`config.mk`:
```
export PLATFORM = sky130hd
export DESIGN_NAME = instr_stream_encoder_flat
export DESIGN_NICKNAME = d
export VERILOG_FILES = /design/src/rtl/asip_isa_pkg.sv /design/src/rtl/instr_stream_encoder_if.sv /design/src/rtl/instr_stream_encoder_field.sv /design/src/rtl/instr_stream_encoder.sv /design/src/flat_wrapper.sv
export SDC_FILE = /design/constraint.sdc
export NUM_CORES = 1
export LEC_CHECK = 0
export CAP_MARGIN = 20
export CORE_MARGIN = 3
export CORE_UTILIZATION = 35
export CTS_BUF_LIST = sky130_fd_sc_hd__clkbuf_8
export CTS_CLUSTER_SIZE = 16
export DETAILED_ROUTE_END_ITERATION = 8
export PLACE_DENSITY_LB_ADDON = 0.15
export SYNTH_ARGS = -nofsm -noshare
export SYNTH_HDL_FRONTEND = slang
export SYNTH_HIERARCHICAL = 1
export SYNTH_SLANG_ARGS = --single-unit
```
`constraint.sdc`:
```
create_clock -name clk -period 2.3 [get_ports clk]
set_input_delay 0.23 -clock clk [delete_from_list [all_inputs] [get_ports clk]]
set_output_delay 0.23 -clock clk [all_outputs]
set_load 0.05 [all_outputs]
```
`src/rtl/asip_isa_pkg.sv`:
```
// ASIP instruction-set definitions shared by the encoder, the decoder and bench models.
// Word layout: opcode [15:12], register [11:8], immediate [7:0].
package asip_isa_pkg;

    localparam int OPC_MSB = 15;
    localparam int OPC_LSB = 12;
    localparam int REG_MSB = 11;
    localparam int REG_LSB = 8;
    localparam int IMM_MSB = 7;

    typedef enum logic [2:0] {
        CLS_LDI   = 3'd0,
        CLS_ALU   = 3'd1,
        CLS_JMP   = 3'd2,
        CLS_JCOND = 3'd3,
        CLS_STORE = 3'd4,
        CLS_LOAD  = 3'd5,
        CLS_HALT  = 3'd6,
        CLS_RSVD  = 3'd7
    } instr_class_e;

    localparam logic [3:0] OP_LDI   = 4'b0000;
    localparam logic [3:0] OP_JMP   = 4'b1000;
    localparam logic [3:0] OP_JCOND = 4'b1001;
    localparam logic [3:0] OP_STORE = 4'b1100;
    localparam logic [3:0] OP_LOAD  = 4'b1101;
    localparam logic [3:0] OP_HALT  = 4'b1111;

    typedef enum logic [1:0] {
        ST_IDLE  = 2'd0,
        ST_RUN   = 2'd1,
        ST_WRITE = 2'd2,
        ST_DONE  = 2'd3
    } enc_state_e;

    function automatic logic [OPC_MSB:0] pack_word(input logic [3:0]       opc,
                                                   input logic [3:0]       reg_idx,
                                                   input logic [IMM_MSB:0] imm);
        logic [OPC_MSB:0] w;
        w                  = '0;
        w[OPC_MSB:OPC_LSB] = opc;
        w[REG_MSB:REG_LSB] = reg_idx;
        w[IMM_MSB:0]       = imm;
        return w;
    endfunction

endpackage

```
`src/rtl/instr_stream_encoder_if.sv`:
```
// Field-beat stream in, instruction-memory write port out.
// Latency: n/a (wires only).
// Backpressure: producer holds in_valid and fields until it sees in_ready at a clock edge.
interface instr_stream_encoder_if #(
    parameter int N      = 16,
    parameter int ADDR_W = 8
);
    logic              in_valid;
    logic              in_ready;
    logic [2:0]        in_class;
    logic [2:0]        in_alu_op;
    logic [3:0]        in_reg;
    logic [7:0]        in_imm;
    logic              imem_we;
    logic [ADDR_W-1:0] imem_addr;
    logic [N-1:0]      imem_wdata;

    modport master (
        output in_valid, in_class, in_alu_op, in_reg, in_imm,
        input  in_ready, imem_we, imem_addr, imem_wdata
    );

    modport slave (
        input  in_valid, in_class, in_alu_op, in_reg, in_imm,
        output in_ready, imem_we, imem_addr, imem_wdata
    );
endinterface

```
`src/rtl/instr_stream_encoder_field.sv`:
```
// Maps one set of symbolic fields to a 16-bit instruction word plus an illegal flag.
// Latency: combinational.
// Backpressure: none; the caller decides whether the result is used.
module instr_field_encoder
    import asip_isa_pkg::*;
(
    input  instr_class_e      cls,
    input  logic [2:0]        alu_op,
    input  logic [3:0]        reg_idx,
    input  logic [IMM_MSB:0]  imm,
    output logic [OPC_MSB:0]  word,
    output logic              illegal
);
    logic [3:0] opc;

    always_comb begin
        opc     = OP_LDI;
        illegal = 1'b0;
        case (cls)
            CLS_LDI:   opc = OP_LDI;
            CLS_ALU: begin
                opc     = {1'b0, alu_op};
                // alu_op 000 would produce the LDI opcode
                illegal = (alu_op == 3'b000);
            end
            CLS_JMP:   opc = OP_JMP;
            CLS_JCOND: opc = OP_JCOND;
            CLS_STORE: opc = OP_STORE;
            CLS_LOAD:  opc = OP_LOAD;
            CLS_HALT:  opc = OP_HALT;
            default:   illegal = 1'b1;
        endcase
        word = pack_word(opc, reg_idx, imm);
    end
endmodule

```
`src/rtl/instr_stream_encoder.sv`:
```
// Encodes field beats into instruction words and writes a burst into instruction memory.
// Latency: handshake edge -> imem_we the next cycle; one legal word every 2 cycles.
// Backpressure: in_ready only in RUN; illegal beats are accepted and dropped. Macro ENCODER_CHECKSUM_EN adds an XOR checksum output.
module instr_stream_encoder
    import asip_isa_pkg::*;
#(
    parameter int N      = 16,
    parameter int ADDR_W = 8
) (
    input  logic                 clk,
    input  logic                 rst,
    input  logic                 start,
    input  logic [ADDR_W-1:0]    base_addr,
    input  logic [ADDR_W:0]      word_count,
    instr_stream_encoder_if.slave bus,
    output logic                 busy,
    output logic                 done,
    output logic                 err_illegal,
    output logic [ADDR_W-1:0]    err_count
`ifdef ENCODER_CHECKSUM_EN
    ,
    output logic [N-1:0]         checksum
`endif
);
    localparam logic [ADDR_W:0]   REM_ONE = (ADDR_W+1)'(1);
    localparam logic [ADDR_W-1:0] ERR_MAX = '1;

    enc_state_e        state_q, state_d;
    logic [ADDR_W-1:0] addr_q;
    logic [N-1:0]      wdata_q;
    logic [ADDR_W:0]   remaining_q;
    logic              err_illegal_q;
    logic [ADDR_W-1:0] err_count_q;

    logic [OPC_MSB:0]  enc_word;
    logic              enc_illegal;
    logic              accept;
    logic              in_ready_c;
    logic              imem_we_c;

    instr_field_encoder u_field (
        .cls     (instr_class_e'(bus.in_class)),
        .alu_op  (bus.in_alu_op),
        .reg_idx (bus.in_reg),
        .imm     (bus.in_imm),
        .word    (enc_word),
        .illegal (enc_illegal)
    );

    assign accept = (state_q == ST_RUN) && bus.in_valid;

    always_ff @(posedge clk) begin
        if (rst) begin
            state_q <= ST_IDLE;
        end else begin
            state_q <= state_d;
        end
    end

    always_comb begin
        state_d    = state_q;
        in_ready_c = 1'b0;
        imem_we_c  = 1'b0;
        busy       = 1'b1;
        done       = 1'b0;
        case (state_q)
            ST_IDLE: begin
                busy = 1'b0;
                if (start) begin
                    state_d = (word_count == '0) ? ST_DONE : ST_RUN;
                end
            end
            ST_RUN: begin
                in_ready_c = 1'b1;
                if (bus.in_valid && !enc_illegal) begin
                    state_d = ST_WRITE;
                end
            end
            ST_WRITE: begin
                imem_we_c = 1'b1;
                state_d   = (remaining_q == REM_ONE) ? ST_DONE : ST_RUN;
            end
            ST_DONE: begin
                done    = 1'b1;
                state_d = ST_IDLE;
            end
            default: state_d = ST_IDLE;
        endcase
    end

    always_ff @(posedge clk) begin
        if (rst) begin
            addr_q        <= '0;
            wdata_q       <= '0;
            remaining_q   <= '0;
            err_illegal_q <= 1'b0;
            err_count_q   <= '0;
        end else begin
            case (state_q)
                ST_IDLE: begin
                    if (start) begin
                        addr_q        <= base_addr;
                        remaining_q   <= word_count;
                        err_illegal_q <= 1'b0;
                        err_count_q   <= '0;
                    end
                end
                ST_RUN: begin
                    if (accept) begin
                        if (enc_illegal) begin
                            err_illegal_q <= 1'b1;
                            if (err_count_q != ERR_MAX) begin
                                err_count_q <= err_count_q + ADDR_W'(1);
                            end
                        end else begin
                            wdata_q <= N'(enc_word);
                        end
                    end
                end
                ST_WRITE: begin
                    // address wraps naturally at 2^ADDR_W
                    addr_q      <= addr_q + ADDR_W'(1);
                    remaining_q <= remaining_q - REM_ONE;
                end
                default: ;
            endcase
        end
    end

`ifdef ENCODER_CHECKSUM_EN
    logic [N-1:0] checksum_q;

    always_ff @(posedge clk) begin
        if (rst) begin
            checksum_q <= '0;
        end else if (state_q == ST_IDLE && start) begin
            checksum_q <= '0;
        end else if (state_q == ST_WRITE) begin
            checksum_q <= checksum_q ^ wdata_q;
        end
    end

    assign checksum = checksum_q;
`endif

    assign bus.in_ready   = in_ready_c;
    assign bus.imem_we    = imem_we_c;
    assign bus.imem_addr  = addr_q;
    assign bus.imem_wdata = wdata_q;
    assign err_illegal    = err_illegal_q;
    assign err_count      = err_count_q;

endmodule
```
`src/flat_wrapper.sv`:
```
// flat-port wrapper written by rule: the top's interface ports become plain ports
module instr_stream_encoder_flat import asip_isa_pkg::*;
#(
    parameter int N      = 16,
    parameter int ADDR_W = 8
)
  (clk, rst, start, base_addr, word_count, busy, done, err_illegal, err_count, bus_in_valid, bus_in_class, bus_in_alu_op, bus_in_reg, bus_in_imm, bus_in_ready, bus_imem_we, bus_imem_addr, bus_imem_wdata);
  instr_stream_encoder_if #(.N(N), .ADDR_W(ADDR_W)) bus_i ();
  input  logic clk;
  input  logic rst;
  input  logic start;
  input  logic [ADDR_W-1:0] base_addr;
  input  logic [ADDR_W:0] word_count;
  output logic busy;
  output logic done;
  output logic err_illegal;
  output logic [ADDR_W-1:0] err_count;
  input wire logic [$bits(bus_i.in_valid)-1:0] bus_in_valid;
  input wire logic [$bits(bus_i.in_class)-1:0] bus_in_class;
  input wire logic [$bits(bus_i.in_alu_op)-1:0] bus_in_alu_op;
  input wire logic [$bits(bus_i.in_reg)-1:0] bus_in_reg;
  input wire logic [$bits(bus_i.in_imm)-1:0] bus_in_imm;
  output wire logic [$bits(bus_i.in_ready)-1:0] bus_in_ready;
  output wire logic [$bits(bus_i.imem_we)-1:0] bus_imem_we;
  output wire logic [$bits(bus_i.imem_addr)-1:0] bus_imem_addr;
  output wire logic [$bits(bus_i.imem_wdata)-1:0] bus_imem_wdata;
  assign bus_i.in_valid = bus_in_valid;
  assign bus_i.in_class = bus_in_class;
  assign bus_i.in_alu_op = bus_in_alu_op;
  assign bus_i.in_reg = bus_in_reg;
  assign bus_i.in_imm = bus_in_imm;
  assign bus_in_ready = bus_i.in_ready;
  assign bus_imem_we = bus_i.imem_we;
  assign bus_imem_addr = bus_i.imem_addr;
  assign bus_imem_wdata = bus_i.imem_wdata;
  instr_stream_encoder #(.N(N), .ADDR_W(ADDR_W)) u_core (.clk(clk), .rst(rst), .start(start), .base_addr(base_addr), .word_count(word_count), .bus(bus_i), .busy(busy), .done(done), .err_illegal(err_illegal), .err_count(err_count));
endmodule
```
After elaboration in Yosys (flattened, before gate mapping)
Cells that the tools add are included.
- register bits after elaboration: 44
- input port bits: 39
- output and inout bits: 37
- logic and storage cells: 65
- $add $sub $neg: 3
- equality and inequality tests: 16
- multiplexer cells: 24
- bitwise gates (word level): 1
- reductions and logical operators: 15
- operators by type and width (operator ; number):
    $mux W8 ; 5
    $pmux W8 S2 ; 2
    $pmux W4 S6 ; 1
    $pmux W9 S2 ; 1
    $add A8 B1 Y8 const B ; 2
    $eq A3 B3 Y1 const B ; 3
    $eq A9 B1 Y1 const B ; 1
    $logic_not A9 Y1 ; 1
    $mux W9 ; 1
    $sub A9 B1 Y9 const B ; 1
    $mux W2 ; 4
    $ne A8 B8 Y1 const B ; 1
    $pmux W2 S4 ; 1
    $mux W1 ; 7
    $eq A3 B2 Y1 const B ; 2
    $logic_not A3 Y1 ; 2
    $ne A2 B2 Y1 const B ; 3
    $reduce_or A6 Y1 ; 1
    $reduce_and A5 Y1 ; 1
    $eq A2 B2 Y1 const B ; 2
    $ne A2 B1 Y1 const B ; 2
    $pmux W1 S2 ; 2
    $reduce_and A2 Y1 ; 2
    $reduce_and A4 Y1 ; 1
    other kinds (8) ; 10

Logic depth before layout (Yosys ltp)
- word-level depth: 7
- gate-level depth with buffers: 7
- depth with buffers taken out: 6

Modules after synthesis
The synthesis kept the hierarchy.
- modules (own cells, without submodules) (module ; instances ; cells an instance ; area each (um^2)):
    instr_stream_encoder ; 1 ; 285 ; 2229.6
    instr_field_encoder ; 1 ; 26 ; 180.2

Least setup slack after synthesis
OpenSTA, ideal clock, no wires.
- path kind: flip-flop to flip-flop
- start point: register u_core.err_count_q[0] (netlist: u_core/err_count[0])
- end point: register u_core.err_count_q[3] (netlist: u_core/err_count[3])
- setup time: 70 ps
- arrival time: 1958 ps
- setup slack: 272 ps
- cell stages (with the launch flop): 7
- buffers on the path: 1
- period minus slack after synthesis: 2028 ps
- cell sequence: dfxtp_1 ha_1 and4_1 and3_1 buf_2 or4_1 a21oi_1
- longest elaborated chain between the ends: 5
- elaborated cells on any way between the ends: 8
- RTL lines (what ; line ; RTL):
    start: declaration ; instr_stream_encoder.sv:33 ; logic [ADDR_W-1:0] err_count_q;
    start signal: assignment ; instr_stream_encoder.sv:113 ; err_count_q <= err_count_q + ADDR_W'(1);
    $add A8 B1 Y8 ; instr_stream_encoder.sv:113 ;
    $mux W8 ; instr_stream_encoder.sv:112 ; if (err_count_q != ERR_MAX) begin
    $mux W8 ; instr_stream_encoder.sv:110 ; if (enc_illegal) begin
    $mux W8 ; instr_stream_encoder.sv:109 ; if (accept) begin
    $pmux W8 S2 ; instr_stream_encoder.sv:99 ; case (state_q)
Parallel ways exist; a longest one is shown, timed or not. The select of a mux whose other input is x is not followed.
A chain may end at the register's enable or synchronous reset.

Final worst setup path
- start point: register u_core.state_q[0]
- end point: output bus_imem_we
- longest elaborated chain between the ends: 2
- RTL lines (what ; line ; RTL):
    start: declaration ; instr_stream_encoder.sv:28 ; enc_state_e state_q, state_d;
    start signal: assignment ; instr_stream_encoder.sv:56 ; state_q <= state_d;
    $eq A2 B2 Y1 ; instr_stream_encoder.sv:66 ; case (state_q)
    $mux W1 ; instr_stream_encoder.sv:66 ;
    end: declaration ; flat_wrapper.sv:24 ; output wire logic [$bits(bus_i.imem_we)-1:0] bus_imem_we;
Every way passes these cells.

==> results.json <==
{
  "status": "complete, no violations",
  "r2r_end": "u_core/err_count[3]",
  "timing.final.crit_share_pct": 85.1,
  "hold_viol_final": 0,
  "ys_seq_area_share_pct": 36.6,
  "finalSetupViolCount": 0,
  "grt_max_degree": 38,
  "worstMarginPinSlew_ps": 563,
  "holdCritStartpoint": "u_core/bus.imem_wdata[6]",
  "power_mw": 2.00,
  "drtIter0Drc": 158,
  "setup_ws_ps": 343,
  "cp.arrival_ps": 1730,
  "cts_setup_buffers": 0,
  "dr.pass1.iters": 5,
  "slew_headroom_pct": 62.4,
  "max_freq_mhz": 511,
  "pin_count": 76,
  "maxCapViolCount": 0,
  "cp_slowest_cell": "dfxtp_1",
  "synth_cell_types": 59,
  "r2r-start": "u_core/err_count[0]",
  "dpl_cell_area_um2": 3190,
  "ir_worst_vdd_mv": 0.364,
  "die_h_um": 89.0,
  "cp_slowest_stage_delay_ps": 520,
  "async_flop_share_pct": 0,
  "ctsHoldBuffers": 0,
  "skew_ps": 11.2,
  "final_cell_mix": "clkdlybuf4s50_1 (71), nand2_1 (44), dfxtp_1 (44)",
  "cp-start-kind": "register",
  "syn_nets": 354,
  "p_leak_nw": 1.21,
  "grt_pass1_wl_um": 10400,
  "initial_core_util_pct": 37.1,
  "cts_resized": 0,
  "cts_tree": "yes",
  "overflow": 0,
  "dp_hpwl_um": 4650,
  "pre_cts_ws_ps": 108,
  "area_delta_synth_final_pct": 37.4,
  "grt.total_usage_pct": 16.5,
  "synth_edf_count": 0,
  "endpoint_kind": "output port",
  "place.port_buffers": 75,
  "dr_total_vias": 2462,
  "critPathRequiredTime_ps": 2070,
  "syn_area_um2": 2410,
  "drv_slew": 0,
  "whs_path_depth": 2,
  "worstHoldEndpoint": "u_core/bus.imem_wdata[6]",
  "hold_path_class": "reg -> reg",
  "fillers": 658,
  "path_clk_slew_ps": 90,
  "htreeDepth": 2,
  "regArea_um2": 881,
  "grt_pass1_vias": 2171,
  "drc": 0,
  "multi_input_area_um2": 1310,
  "wirelength_um": 6470,
  "routabilityCongestion": 0.833,
  "die_w_um": 89.0,
  "wl_per_cell_um": 14.3,
  "synth.avg_cell_area_um2": 7.75,
  "criticalPathCategory": "reg -> out",
  "clockBufferDepth": 2,
  "synth_ff_type": "dfxtp_1",
  "crit_fanout": 10,
  "root_buffer": "clkbuf_8",
  "r2r_setup_slack_ps": 420,
  "final_cell_count_no_fill": 452,
  "worst-r2r-cell-count": 5,
  "final_cell_area_um2": 3310,
  "drive_above_1_share_pct": 9.60,
  "dieArea_um2": 7920,
  "period_needed_ps": 1960,
  "core_area_um2": 6490,
  "std_cell_rows": 29,
  "synth_cells": 311,
  "rsz0062_at_grt": "false",
  "ant_nets": 0,
  "yosys_warnings": 6,
  "cts.sinks": 44,
  "grt_antenna_before_repair": 0,
  "cts_buffers": 5,
  "fin_nets": 417,
  "setup_tns_ps": 0,
  "power_density_nw_per_um2": 604,
  "vias_per_cell": 5.45,
  "path_cells": "nand2b_2, clkinvlp_4, buf_12",
  "layout_commonest_cell": "clkdlybuf4s50_1",
  "synth-seq-cells": 44,
  "n_antenna_cell": 0,
  "clkLatencyLatePin_ps": 300,
  "dp_cells": 444
}
## worst max-delay path by stage
stage                   startpoint             endpoint  slack, ps  depth (start not counted)
2_1_floorplan  u_core/err_count[0]  u_core/err_count[3]        270                          6
3_3_place_gp       bus_in_class[0]  u_core/err_count[3]        140                          7
3_5_place_dp       bus_in_class[0]  u_core/err_count[3]        110                          7
4_1_cts          u_core/state_q[0]          bus_imem_we         30                          3
5_1_grt          u_core/state_q[0]          bus_imem_we        240                          3
6_report         u_core/state_q[0]          bus_imem_we        340                          3
## registers in the layout (all words and copies together), names as in the netlist
signal and flops:
u_core/bus.imem_addr 8, u_core/bus.imem_wdata 16, u_core/err_count 8, u_core/err_illegal 1, u_core/remaining_q 9, u_core/state_q 2
## metal layers
metal	vias to the layer above	GRT usage, %	wire length (um)
met2	91	26.7	3040
li1	1238	-	-
met3	9	3.32	398
met1	1124	22.4	2950
met4	0	4.47	75
met5	-	0	0
## cells by family after synthesis
family / Yosys count / share of synthesized area (%)
AND/OR/NAND/NOR: 124 / 25.3
AO/OA/AOI/OAI: 93 / 25.2
flip-flops: 44 / 36.6
buffers and inverters: 42 / 9.14
adder cells (fa/ha/maj): 4 / 2.08
multiplexers: 3 / 1.35
XOR/XNOR: 1 / 0.364
## power by group
| part | total (mW) | leakage (nW) | internal [mW] | switching (mW) |
|---|---|---|---|---|
| registers | 0.862 | 0.360 | 0.808 | 0.0545 |
| logic | 0.531 | 0.789 | 0.228 | 0.303 |
| clock network | 0.608 | 0.0583 | 0.327 | 0.280 |
## Yosys cell counts, drive strengths merged, types with 4 or more instances
| cell | instances | area, um2 |
|---|---|---|
| a31oi | 4 | 25.0 |
| clkbuf | 10 | 37.5 |
| nor2 | 28 | 110 |
| a41oi | 4 | 35.0 |
| inv | 12 | 45.0 |
| ha | 4 | 50.1 |
| buf | 19 | 134 |
| nand2 | 44 | 165 |
| dfxtp | 44 | 881 |
| o21ai | 9 | 45.0 |
| a21oi | 41 | 205 |
| or3 | 5 | 31.3 |
| a211oi | 9 | 72.6 |
| and3 | 5 | 36.3 |
| nand3 | 8 | 40.0 |
| nor3 | 12 | 60.1 |
## critical path: cells and delay by family, from the launching register on
family | cells | cell delay [ps]
buffers and inverters | 2 | 550
flip-flops | 1 | 520
AND/OR/NAND/NOR | 1 | 360
## metrics by stage
step	hold WS [ps]	utilization [%]
finish	456	51.0
global route	475	51.0
CTS	459	50.9
detailed placement	446	49.1
global placement	441	49.1
floorplan	393	-
## final cells by class
type | instances | area share [%]
clock buffer | 5 | 2.08
clock inverter | 3 | 1.44
sequential | 44 | 26.6
multi-input combinational | 225 | 39.6
inverter | 13 | 1.59
timing repair buffer | 85 | 25.8
tap | 77 | 2.91
Note: power is estimated with default switching activity, not from simulation.
